## config.mk

```make
export PLATFORM = sky130hd
export DESIGN_NAME = dcache_ecc_scrubber
export DESIGN_NICKNAME = d
export VERILOG_FILES = /design/src/rtl/dcache_ecc_scrubber.sv
export SDC_FILE = /design/constraint.sdc
export NUM_CORES = 2
export LEC_CHECK = 0
export BUFFER_PORTS_ARGS = -buffer_cell sky130_fd_sc_hd__buf_2
export CAP_MARGIN = 20
export CORE_AREA = 2 2 488 490
export CTS_BUF_LIST = sky130_fd_sc_hd__clkbuf_16
export CTS_CLUSTER_DIAMETER = 40
export CTS_CLUSTER_SIZE = 30
export DETAILED_ROUTE_END_ITERATION = 16
export DIE_AREA = 0 0 490 492
export SYNTH_ARGS = -nofsm -noshare
export SYNTH_HDL_FRONTEND = slang
export SYNTH_SLANG_ARGS = --single-unit
```

## constraint.sdc

```tcl
create_clock -name clk_i -period 5.8 [get_ports clk_i]
set_input_delay 0.87 -clock clk_i [delete_from_list [all_inputs] [get_ports clk_i]]
set_output_delay 0.87 -clock clk_i [all_outputs]
set_load 0.05 [all_outputs]
```

## src/rtl/dcache_ecc_scrubber.sv

```systemverilog
// ---------------------------------------------------------------------------
// dcache_ecc_scrubber
//
// Background ECC scrub controller for the SECDED-protected data cache arrays.
// It walks every set index and, while the memory arbiter is otherwise idle,
// issues a lowest-priority read of all ways. It writes back corrected lines
// for ways that report a correctable error. It counts and flags
// uncorrectable errors.
//
// Ports
//   clk_i, rst_ni           clock, asynchronous active-low reset
//   en_i                    scrubbing enable
//   interval_i              idle cycles between index scrubs
//   clr_cnt_i               synchronous clear of both error counters
//   req_o/we_o/way_o        arbiter request: read of all ways (we_o=0) or
//   index_o/wdata_o         one-hot way writeback (we_o=1) of wdata_o
//   gnt_i                   arbiter grant
//   err_corr_i              per-way correctable error, 1 cycle after read grant
//   err_uncorr_i            per-way uncorrectable error, same timing
//   corr_data_i             per-way corrected line, same timing
//   cache_we_i              a regular cache port writes cache_index_i this cycle
//   cache_index_i
//   corr_cnt_o              saturating count of corrected lines
//   uncorr_cnt_o            saturating count of uncorrectable read events
//   uncorr_irq_o            1-cycle pulse on an uncorrectable error
//   sweep_done_o            1-cycle pulse when the index wraps to 0
//   busy_o                  FSM is not idle
// ---------------------------------------------------------------------------
module dcache_ecc_scrubber #(
    parameter int NUM_WAYS = 8,
    parameter int NUM_SETS = 256,
    parameter int LINE_W   = 128,
    parameter int CNT_W    = 16,
    localparam int IDX_W   = $clog2(NUM_SETS)
) (
    input  logic                       clk_i,
    input  logic                       rst_ni,
    input  logic                       en_i,
    input  logic [15:0]                interval_i,
    input  logic                       clr_cnt_i,
    output logic                       req_o,
    output logic                       we_o,
    output logic [NUM_WAYS-1:0]        way_o,
    output logic [IDX_W-1:0]           index_o,
    output logic [LINE_W-1:0]          wdata_o,
    input  logic                       gnt_i,
    input  logic [NUM_WAYS-1:0]        err_corr_i,
    input  logic [NUM_WAYS-1:0]        err_uncorr_i,
    input  logic [NUM_WAYS*LINE_W-1:0] corr_data_i,
    input  logic                       cache_we_i,
    input  logic [IDX_W-1:0]           cache_index_i,
    output logic [CNT_W-1:0]           corr_cnt_o,
    output logic [CNT_W-1:0]           uncorr_cnt_o,
    output logic                       uncorr_irq_o,
    output logic                       sweep_done_o,
    output logic                       busy_o
);

    localparam int WAY_W = (NUM_WAYS > 1) ? $clog2(NUM_WAYS) : 1;
    localparam int PC_W  = $clog2(NUM_WAYS + 1);
    localparam int SUM_W = CNT_W + PC_W;
    localparam logic [CNT_W-1:0] CNT_MAX  = '1;
    localparam logic [IDX_W-1:0] LAST_IDX = IDX_W'(NUM_SETS - 1);

    typedef enum logic [2:0] {
        IDLE,
        WAIT,
        RD_REQ,
        RD_CHK,
        WR_REQ
    } state_t;

    state_t              state_q, state_d;
    logic [IDX_W-1:0]    index_q;
    logic [15:0]         wait_q;
    logic [NUM_WAYS-1:0] pending_q;
    logic [LINE_W-1:0]   line_q [NUM_WAYS];
    logic [CNT_W-1:0]    corr_cnt_q, uncorr_cnt_q;
    logic                irq_q, sweep_q;

    logic                load_wait, dec_wait, sample, advance, pop, drop;
    logic                collision;
    logic [NUM_WAYS-1:0] pend_new, lowest;
    logic [WAY_W-1:0]    lowest_idx;
    logic [PC_W-1:0]     pop_cnt;
    logic [SUM_W-1:0]    corr_sum;
    logic [CNT_W-1:0]    corr_sat, uncorr_inc;

    // A regular write to the index being scrubbed makes any read result stale.
    assign collision = cache_we_i && (cache_index_i == index_q);
    // Ways that are also uncorrectable must never be "repaired" by a writeback.
    assign pend_new  = err_corr_i & ~err_uncorr_i;
    assign lowest    = pending_q & (~pending_q + NUM_WAYS'(1));

    // Pick the way to write back and count the freshly found correctable ways;
    // both sums are computed wide enough that saturation is a plain compare.
    always_comb begin
        lowest_idx = '0;
        for (int i = NUM_WAYS - 1; i >= 0; i--) begin
            if (pending_q[i]) begin
                lowest_idx = WAY_W'(i);
            end
        end
        pop_cnt = '0;
        for (int i = 0; i < NUM_WAYS; i++) begin
            pop_cnt = pop_cnt + PC_W'(pend_new[i]);
        end
        corr_sum   = SUM_W'(corr_cnt_q) + SUM_W'(pop_cnt);
        corr_sat   = (corr_sum > SUM_W'(CNT_MAX)) ? CNT_MAX : corr_sum[CNT_W-1:0];
        uncorr_inc = (uncorr_cnt_q == CNT_MAX) ? CNT_MAX : uncorr_cnt_q + CNT_W'(1);
    end

    // Next-state logic plus one-cycle strobes for the datapath registers.
    // A grant in RD_REQ wins over a same-cycle disable so a granted read is
    // always checked; a collision wins over a same-cycle write grant so stale
    // data is never written.
    always_comb begin
        state_d   = state_q;
        load_wait = 1'b0;
        dec_wait  = 1'b0;
        sample    = 1'b0;
        advance   = 1'b0;
        pop       = 1'b0;
        drop      = 1'b0;
        unique case (state_q)
            IDLE: begin
                if (en_i) begin
                    state_d   = WAIT;
                    load_wait = 1'b1;
                end
            end
            WAIT: begin
                if (!en_i) begin
                    state_d = IDLE;
                end else if (wait_q == '0) begin
                    state_d = RD_REQ;
                end else begin
                    dec_wait = 1'b1;
                end
            end
            RD_REQ: begin
                if (gnt_i) begin
                    state_d = RD_CHK;
                end else if (!en_i) begin
                    state_d = IDLE;
                end
            end
            RD_CHK: begin
                sample = 1'b1;
                if (collision) begin
                    drop    = 1'b1;
                    state_d = RD_REQ;
                end else if (pend_new != '0) begin
                    state_d = WR_REQ;
                end else begin
                    advance   = 1'b1;
                    load_wait = en_i;
                    state_d   = en_i ? WAIT : IDLE;
                end
            end
            WR_REQ: begin
                if (collision) begin
                    drop    = 1'b1;
                    state_d = RD_REQ;
                end else if (gnt_i) begin
                    pop = 1'b1;
                    if ((pending_q & ~lowest) == '0) begin
                        advance   = 1'b1;
                        load_wait = en_i;
                        state_d   = en_i ? WAIT : IDLE;
                    end
                end
            end
            default: state_d = IDLE;
        endcase
    end

    // State, index, wait counter, pending mask and latched corrected lines.
    // Only ways that will actually be written back get their line captured.
    always_ff @(posedge clk_i or negedge rst_ni) begin
        if (!rst_ni) begin
            state_q   <= IDLE;
            index_q   <= '0;
            wait_q    <= '0;
            pending_q <= '0;
            sweep_q   <= 1'b0;
            for (int i = 0; i < NUM_WAYS; i++) begin
                line_q[i] <= '0;
            end
        end else begin
            state_q <= state_d;
            if (load_wait) begin
                wait_q <= interval_i;
            end else if (dec_wait) begin
                wait_q <= wait_q - 16'd1;
            end
            if (drop) begin
                pending_q <= '0;
            end else if (sample) begin
                pending_q <= pend_new;
                for (int i = 0; i < NUM_WAYS; i++) begin
                    if (pend_new[i]) begin
                        line_q[i] <= corr_data_i[i*LINE_W +: LINE_W];
                    end
                end
            end else if (pop) begin
                pending_q <= pending_q & ~lowest;
            end
            if (advance) begin
                index_q <= (index_q == LAST_IDX) ? '0 : index_q + IDX_W'(1);
            end
            sweep_q <= advance && (index_q == LAST_IDX);
        end
    end

    // Error counters and the uncorrectable-error pulse. Counts taken in
    // RD_CHK stand even if a collision later forces a re-read of the index.
    always_ff @(posedge clk_i or negedge rst_ni) begin
        if (!rst_ni) begin
            corr_cnt_q   <= '0;
            uncorr_cnt_q <= '0;
            irq_q        <= 1'b0;
        end else begin
            irq_q <= sample && (err_uncorr_i != '0);
            if (clr_cnt_i) begin
                corr_cnt_q   <= '0;
                uncorr_cnt_q <= '0;
            end else if (sample) begin
                corr_cnt_q <= corr_sat;
                if (err_uncorr_i != '0) begin
                    uncorr_cnt_q <= uncorr_inc;
                end
            end
        end
    end

    // Request outputs are pure functions of the registered state so they stay
    // stable for as long as the arbiter withholds the grant.
    always_comb begin
        req_o   = (state_q == RD_REQ) || (state_q == WR_REQ);
        we_o    = (state_q == WR_REQ);
        way_o   = '0;
        wdata_o = '0;
        if (state_q == RD_REQ) begin
            way_o = '1;
        end else if (state_q == WR_REQ) begin
            way_o   = lowest;
            wdata_o = line_q[lowest_idx];
        end
    end

    assign index_o      = index_q;
    assign corr_cnt_o   = corr_cnt_q;
    assign uncorr_cnt_o = uncorr_cnt_q;
    assign uncorr_irq_o = irq_q;
    assign sweep_done_o = sweep_q;
    assign busy_o       = (state_q != IDLE);

endmodule
```

======== Word-level counts from Yosys, hierarchy flattened ========
Cells that the tools add are included.
storage, ports and cells
  flip-flop bits (word level) ............. 1093
  input bits .............................. 1070
  logic and storage cells ................. 137
  output and inout bits ................... 181
operators by class
  add/sub/neg operators ................... 12
  bitwise operators ....................... 8
  mux-type cells .......................... 62
  equal/unequal tests ..................... 12
  magnitude comparators ................... 2
  reduce and logical (&&, ||, !) cells .... 25
operators with widths
  operator                                                         number
  2-to-1 mux 128 bit                                               4
  binary-select mux 128 bit (select 3 bit)                         1
  2-to-1 mux 16 bit                                                9
  2-to-1 mux 3 bit                                                 18
  2-to-1 mux 8 bit                                                 6
  bitwise AND 8 bit                                                3
  NOT 8 bit                                                        3
  AND reduction 3 bit                                              8
  2-to-1 mux 1 bit                                                 21
  adder 16 x 4 -> 17 bit                                           1
  greater-than comparator 17 x 16 -> 1 bit, second input constant  1
  adder 16 x 1 -> 16 bit, second input constant                    1
  adder 4 x 1 -> 4 bit                                             4
  adder 8 x 1 -> 8 bit, second input constant                      2
  equality test 16 bit, second input constant                      1
  logical NOT 16 bit                                               1
  nonzero test 8 bit                                               2
  subtractor 16 x 1 -> 16 bit, second input constant               1
  one-hot mux 3 bit (5 select lines)                               1
  equality test 8 bit                                              1
  equality test 8 bit, second input constant                       1
  logical NOT 8 bit                                                1
  equality test 3 x 2 -> 1 bit, second input constant              2
  != test 3 x 1 -> 1 bit, second input constant                    2
  20 further kinds                                                 26

======== Logic depth before layout (Yosys ltp) ========
  word-level depth ........................ 14
  mapped depth ............................ 14
  depth with buffers taken out ............ 14

======== Least setup slack after synthesis ========
OpenSTA, ideal clock, no wires.
  path kind ............................... input-to-reg
  from .................................... input err_corr_i[2]
  to ...................................... register corr_cnt_q[13], in the netlist corr_cnt_o[13]
  library setup time ...................... 0.121 ns
  stages on the path ...................... 14
  required time ........................... 5.679 ns
  path slack .............................. 1.059 ns
  path buffers ............................ 1
  arrival time ............................ 4.620 ns
  path through ............................ nor2b_1 fa_1 inv_1 fa_1 fa_1 inv_1 fa_1 fa_1 a21o_1 a21oi_1 or3_1 clkbuf_1 a41o_1 nor2_1
on the way
  longest elaborated chain between the ends .. 12
RTL lines
  what                                      RTL line  RTL
  from (decl)                               47        input logic [NUM_WAYS-1:0] err_corr_i,
  bitwise AND 8 bit *                       92        assign pend_new = err_corr_i & ~err_uncorr_i;
  adder 2 x 1 -> 3 bit *                    106       pop_cnt = pop_cnt + PC_W'(pend_new[i]);
  adder 3 x 1 -> 4 bit *                    106
  adder 4 x 1 -> 4 bit * (4 in a row)       106
  adder 16 x 4 -> 17 bit *                  108       corr_sum = SUM_W'(corr_cnt_q) + SUM_W'(pop_cnt);
  greater-than comparator 17 x 16 -> 1 bit  109       corr_sat = (corr_sum > SUM_W'(CNT_MAX)) ? CNT_MAX : corr_sum[CNT_W-1:0];
  2-to-1 mux 16 bit *                       109
  2-to-1 mux 16 bit *                       228       end else if (sample) begin
  2-to-1 mux 16 bit *                       225       if (clr_cnt_i) begin
  to (signal assigned)                      229       corr_cnt_q <= corr_sat;
  to (decl)                                 78        logic [CNT_W-1:0] corr_cnt_q, uncorr_cnt_q;
Mark *: on every way between the ends. The rest lies on a longest branch, timed or not. The select of a mux whose other input is x is not followed.
A chain may end at the register's enable or synchronous reset.

======== Final worst setup path ========
  from .................................... register pending_q[2]
  to ...................................... output wdata_o[62]
on the way
  longest elaborated chain between the ends .. 9
RTL lines
  what                                                   RTL line  RTL
  from (decl)                                            76        logic [NUM_WAYS-1:0] pending_q;
  from (signal assigned)                                 200       pending_q <= pend_new;
  from (signal assigned)                                 207       pending_q <= pending_q & ~lowest;
  2-to-1 mux 3 bit (3 in a row)                          100       if (pending_q[i]) begin
  NOT 3 -> 4 bit (implied by the code)                   248       wdata_o = line_q[lowest_idx];
  binary-select mux 128 bit (select 3 bit)               248
  2-to-1 mux 128 bit (implied by the code) (2 in a row)  248
  2-to-1 mux 128 bit                                     246       end else if (state_q == WR_REQ) begin
  2-to-1 mux 128 bit                                     244       if (state_q == RD_REQ) begin
  to (decl)                                              45        output logic [LINE_W-1:0] wdata_o,
Every way passes these cells. The select of a mux whose other input is x is not followed.

==> impl_metrics.xml <==
<?xml version="1.0" encoding="UTF-8"?>
<metrics>
  <group name="power_and_ir_drop">
    <metric name="power.density_cell_area" unit="nW/um^2">621</metric>
    <metric name="total_leakage_power" unit="nW">33.0</metric>
    <metric name="ir_drop" unit="uV">701</metric>
  </group>
  <group name="placement">
    <metric name="port-buffer-count" unit="">1250</metric>
    <metric name="gp_routability_congestion" unit="">0.952</metric>
    <metric name="hpwl" unit="mm">187</metric>
    <metric name="placed_cells" unit="">8630</metric>
  </group>
  <group name="cts">
    <metric name="cts_hold_repair_buffers" unit="">0</metric>
    <metric name="cts_buffers" unit="">204</metric>
    <metric name="cts_max_path_buffers" unit="">3</metric>
    <metric name="clock-root-buffer" unit="">sky130_fd_sc_hd__clkbuf_16</metric>
    <metric name="post_cts.resized_instances" unit="">0</metric>
    <metric name="clkTransAtPathRegs" unit="ns">0.04</metric>
    <metric name="worstSkewPairLatency" unit="ns">0.85</metric>
    <metric name="cts_htree_levels" unit="">4</metric>
    <metric name="post_cts_buffers" unit="">0</metric>
    <metric name="cts_sinks" unit="">1093</metric>
    <metric name="tritoncts" unit="">yes</metric>
  </group>
  <group name="sta">
    <metric name="max_slew.worst_pin.slew" unit="ns">1.14</metric>
    <metric name="timing.final.crit_period" unit="ns">5.27</metric>
    <metric name="worst_slew_margin_rel" unit="">0.242</metric>
    <metric name="final.setup_skew" unit="ns">0.0611</metric>
    <metric name="timing.setup.tns" unit="ns">0</metric>
    <metric name="hold_ws" unit="ns">0.128</metric>
    <metric name="report.final.hold_viol_count" unit="">0</metric>
    <metric name="max_freq" unit="GHz">0.190</metric>
    <metric name="final-max-slew-violation-count" unit="">0</metric>
    <metric name="setup_repair_after_global_routing_missed_its_margin" unit="">false</metric>
    <metric name="setup_viol" unit="">0</metric>
    <metric name="period_share" unit="">0.908</metric>
  </group>
  <group name="cells_and_area">
    <metric name="layout_cell_share_with_drive_strength_beyond_1" unit="">0.477</metric>
    <metric name="layoutNonFillerInstCount" unit="">9233</metric>
    <metric name="areaGrowthSynthToFinish" unit="%">35.2</metric>
    <metric name="nets" unit="">6753</metric>
  </group>
  <group name="synth">
    <metric name="yosys_warnings" unit="">0</metric>
    <metric name="area_share_of_the_leading_cell_type_in_the_synthesized_netlist" unit="">0.533</metric>
    <metric name="post_synth_main_area_contributors" unit="">sky130_fd_sc_hd__dfrtp_1 (53%), sky130_fd_sc_hd__mux2_2 (23%), sky130_fd_sc_hd__and3_1 (4.8%)</metric>
    <metric name="synth-async-reset-ratio" unit="">1.00</metric>
    <metric name="synth_top_cell_by_area" unit="">sky130_fd_sc_hd__dfrtp_1</metric>
    <metric name="number_of_enable_type_register_cells_in_the_synthesized_netlist" unit="">0</metric>
    <metric name="postSynthCellCount" unit="">4437</metric>
    <metric name="synth.ff_latch_count" unit="">1093</metric>
    <metric name="synth.avg_cell_area" unit="sq um">11.6</metric>
    <metric name="synth_seq_area_share" unit="">0.533</metric>
    <metric name="netlist_area" unit="sq um">51300</metric>
    <metric name="dominantRegCellSynth" unit="">sky130_fd_sc_hd__dfrtp_1</metric>
    <metric name="synth.distinct_cells" unit="">65</metric>
    <metric name="postSynthNetCount" unit="">5521</metric>
  </group>
  <group name="status">
    <metric name="run_status" unit="">finished, final reports clean</metric>
  </group>
  <group name="grt">
    <metric name="gr-usage-all-layers" unit="">0.198</metric>
    <metric name="largest_net_degree_at_the_start_of_global_routing" unit="">135</metric>
    <metric name="initial_antenna_violation_count" unit="">149</metric>
    <metric name="first_global_vias" unit="">44700</metric>
    <metric name="grt_first_pass_wirelength" unit="mm">342</metric>
    <metric name="overflow" unit="">0</metric>
  </group>
  <group name="route">
    <metric name="route.vias.total" unit="">44000</metric>
    <metric name="post-route-drc-count" unit="">0</metric>
    <metric name="ant_nets" unit="">0</metric>
    <metric name="drt_wl_total" unit="mm">248</metric>
    <metric name="drt_pre_antenna_iters" unit="">6</metric>
    <metric name="route.detailed.wl_per_inst" unit="microns">26.8</metric>
    <metric name="drt-vias-per-instance" unit="">4.76</metric>
    <metric name="drt_iter0_markers" unit="">3587</metric>
  </group>
  <group name="worst_setup_path">
    <metric name="crit_path_max_fo" unit="">34</metric>
    <metric name="data_arrival_time_of_the_critical_path" unit="ns">4.40</metric>
    <metric name="crit_path_start_kind" unit="">flop</metric>
    <metric name="worstSetupStartpoint" unit="">pending_q[2]</metric>
    <metric name="worstReg2RegStart" unit="">corr_cnt_o[0]</metric>
    <metric name="worstSetupEndpointType" unit="">output pin</metric>
    <metric name="cp.required" unit="ns">4.93</metric>
    <metric name="cp_class" unit="">flop to output pin</metric>
  </group>
  <group name="floorplan">
    <metric name="die_area" unit="sq um">241000</metric>
    <metric name="die_x" unit="microns">490</metric>
    <metric name="fp.dieH" unit="microns">492</metric>
    <metric name="rows" unit="">179</metric>
    <metric name="effective_utilization_at_floorplan" unit="">0.217</metric>
    <metric name="ioPinCount" unit="">1251</metric>
    <metric name="core_area" unit="sq um">236000</metric>
  </group>
  <group name="flow_run">
    <metric name="drv_cap" unit="">0</metric>
  </group>
  <group name="min_path">
    <metric name="worstHoldPathType" unit="">input pin to async pin</metric>
  </group>
</metrics>
## layer usage
| layer | global-route usage | wire (microns) |
|---|---|---|
| met5 | 0 | 474 |
| met4 | 0.133 | 16700 |
| met3 | 0.0594 | 21600 |
| met2 | 0.311 | 114000 |
| met1 | 0.232 | 94900 |
## Yosys cell counts, drive strengths merged, types with 5 or more instances
library cell  count
nand3           150
o31ai             6
xnor2            17
and2              7
a31oi           139
nor4             11
o21ai           161
dfrtp          1093
a311oi           10
ha                9
nor2b            13
mux2           1026
a211oi          267
inv              23
a21oi            20
nor3             28
fa                5
clkbuf          233
a221o             5
nand2           572
a21o              8
buf             129
nor2             46
and3            396
or4               6
nand2b            5
## worst paths after layout
path                                  endpoint  slack, ns  depth (start not counted)
worst max-delay path               wdata_o[62]       0.53                          9
worst min-delay path               line_q[790]       0.13                          1
worst max register to register  corr_cnt_o[13]       1.24                         12
worst min register to register     line_q[143]       0.49                          1
max in group asynchronous         line_q[1005]       4.24                          2
min in group clk_i                 line_q[456]       0.25                          2
## flip-flops by register name, summed over array words and instances (netlist names)
| register | count |
|---|---|
| corr_cnt_o | 16 |
| index_o | 8 |
| line_q | 1024 |
| pending_q | 8 |
| state_q | 3 |
| sweep_done_o | 1 |
| uncorr_cnt_o | 16 |
| uncorr_irq_o | 1 |
| wait_q | 16 |
## worst max-delay path, cell delays in order (launching register included)
cell                       delay, ns
sky130_fd_sc_hd__dfrtp_1        0.51
sky130_fd_sc_hd__nor2_1         0.46
sky130_fd_sc_hd__o31ai_4        0.19
sky130_fd_sc_hd__nand2_4        0.56
sky130_fd_sc_hd__buf_4          0.41
sky130_fd_sc_hd__buf_4          0.41
sky130_fd_sc_hd__a211oi_1       0.13
sky130_fd_sc_hd__o21ai_0        0.16
sky130_fd_sc_hd__and3_1         0.34
sky130_fd_sc_hd__buf_2          0.33
## cells by family (layout without fill, tap and decap cells)
| family | Yosys count | after routing | share of synthesized area |
|---|---|---|---|
| flip-flops | 1093 | 1093 | 0.533 |
| AO/OA/AOI/OAI | 639 | 639 | 0.0833 |
| other | 0 | 223 | 0 |
| adder cells (fa/ha/maj) | 15 | 15 | 0.00434 |
| AND/OR/NAND/NOR | 1255 | 1255 | 0.119 |
| XOR/XNOR | 21 | 21 | 0.00358 |
| buffers and inverters | 386 | 1792 | 0.0314 |
| multiplexers | 1028 | 1028 | 0.225 |
## power breakdown
group	internal, mW	switching, mW	leakage, nW
combinational	6.41	11.3	16.0
clock	7.66	4.54	3.42
sequential	11.1	2.07	13.6
total	25.2	17.9	33.0
## metrics by stage
stage / instance area (sq um) / total power, mW / setup slack, ns / util
global placement: 61800 / 30.6 / 0.459 / 0.262
CTS: 68900 / 43.3 / 0.457 / 0.292
finish: 69400 / 43.1 / 0.532 / 0.294
detailed placement: 61800 / 31.0 / 0.455 / 0.262
global route: 69300 / 45.3 / 0.340 / 0.293
floorplan: 51300 / 23.3 / 1.06 / -
## cell usage in the layout (no fill, tap or decap), types with 37 or more instances in the layout
master and n:
sky130_fd_sc_hd__buf_2 1249, sky130_fd_sc_hd__dfrtp_1 1093, sky130_fd_sc_hd__mux2_2 1026, sky130_fd_sc_hd__nand2_1 562
sky130_fd_sc_hd__and3_1 396, sky130_fd_sc_hd__a211oi_1 262, sky130_fd_sc_hd__diode_2 223, sky130_fd_sc_hd__clkbuf_16 204
sky130_fd_sc_hd__o21ai_0 161, sky130_fd_sc_hd__nand3_1 150, sky130_fd_sc_hd__a31oi_1 138, sky130_fd_sc_hd__buf_4 94
sky130_fd_sc_hd__buf_12 44, sky130_fd_sc_hd__nor2_1 43, sky130_fd_sc_hd__inv_1 37
## layout make-up
type / count / area (sq um)
tap: 3167 / 3960
sequential: 1093 / 27400
timing repair buffer: 1388 / 7850
clock inverter: 176 / 1990
clock buffer: 204 / 5100
antenna: 223 / 558
fill: 24500 / 167000
multi-input combinational: 2958 / 22500
inverter: 24 / 90.1
Note: power is estimated with default switching activity, not from simulation.
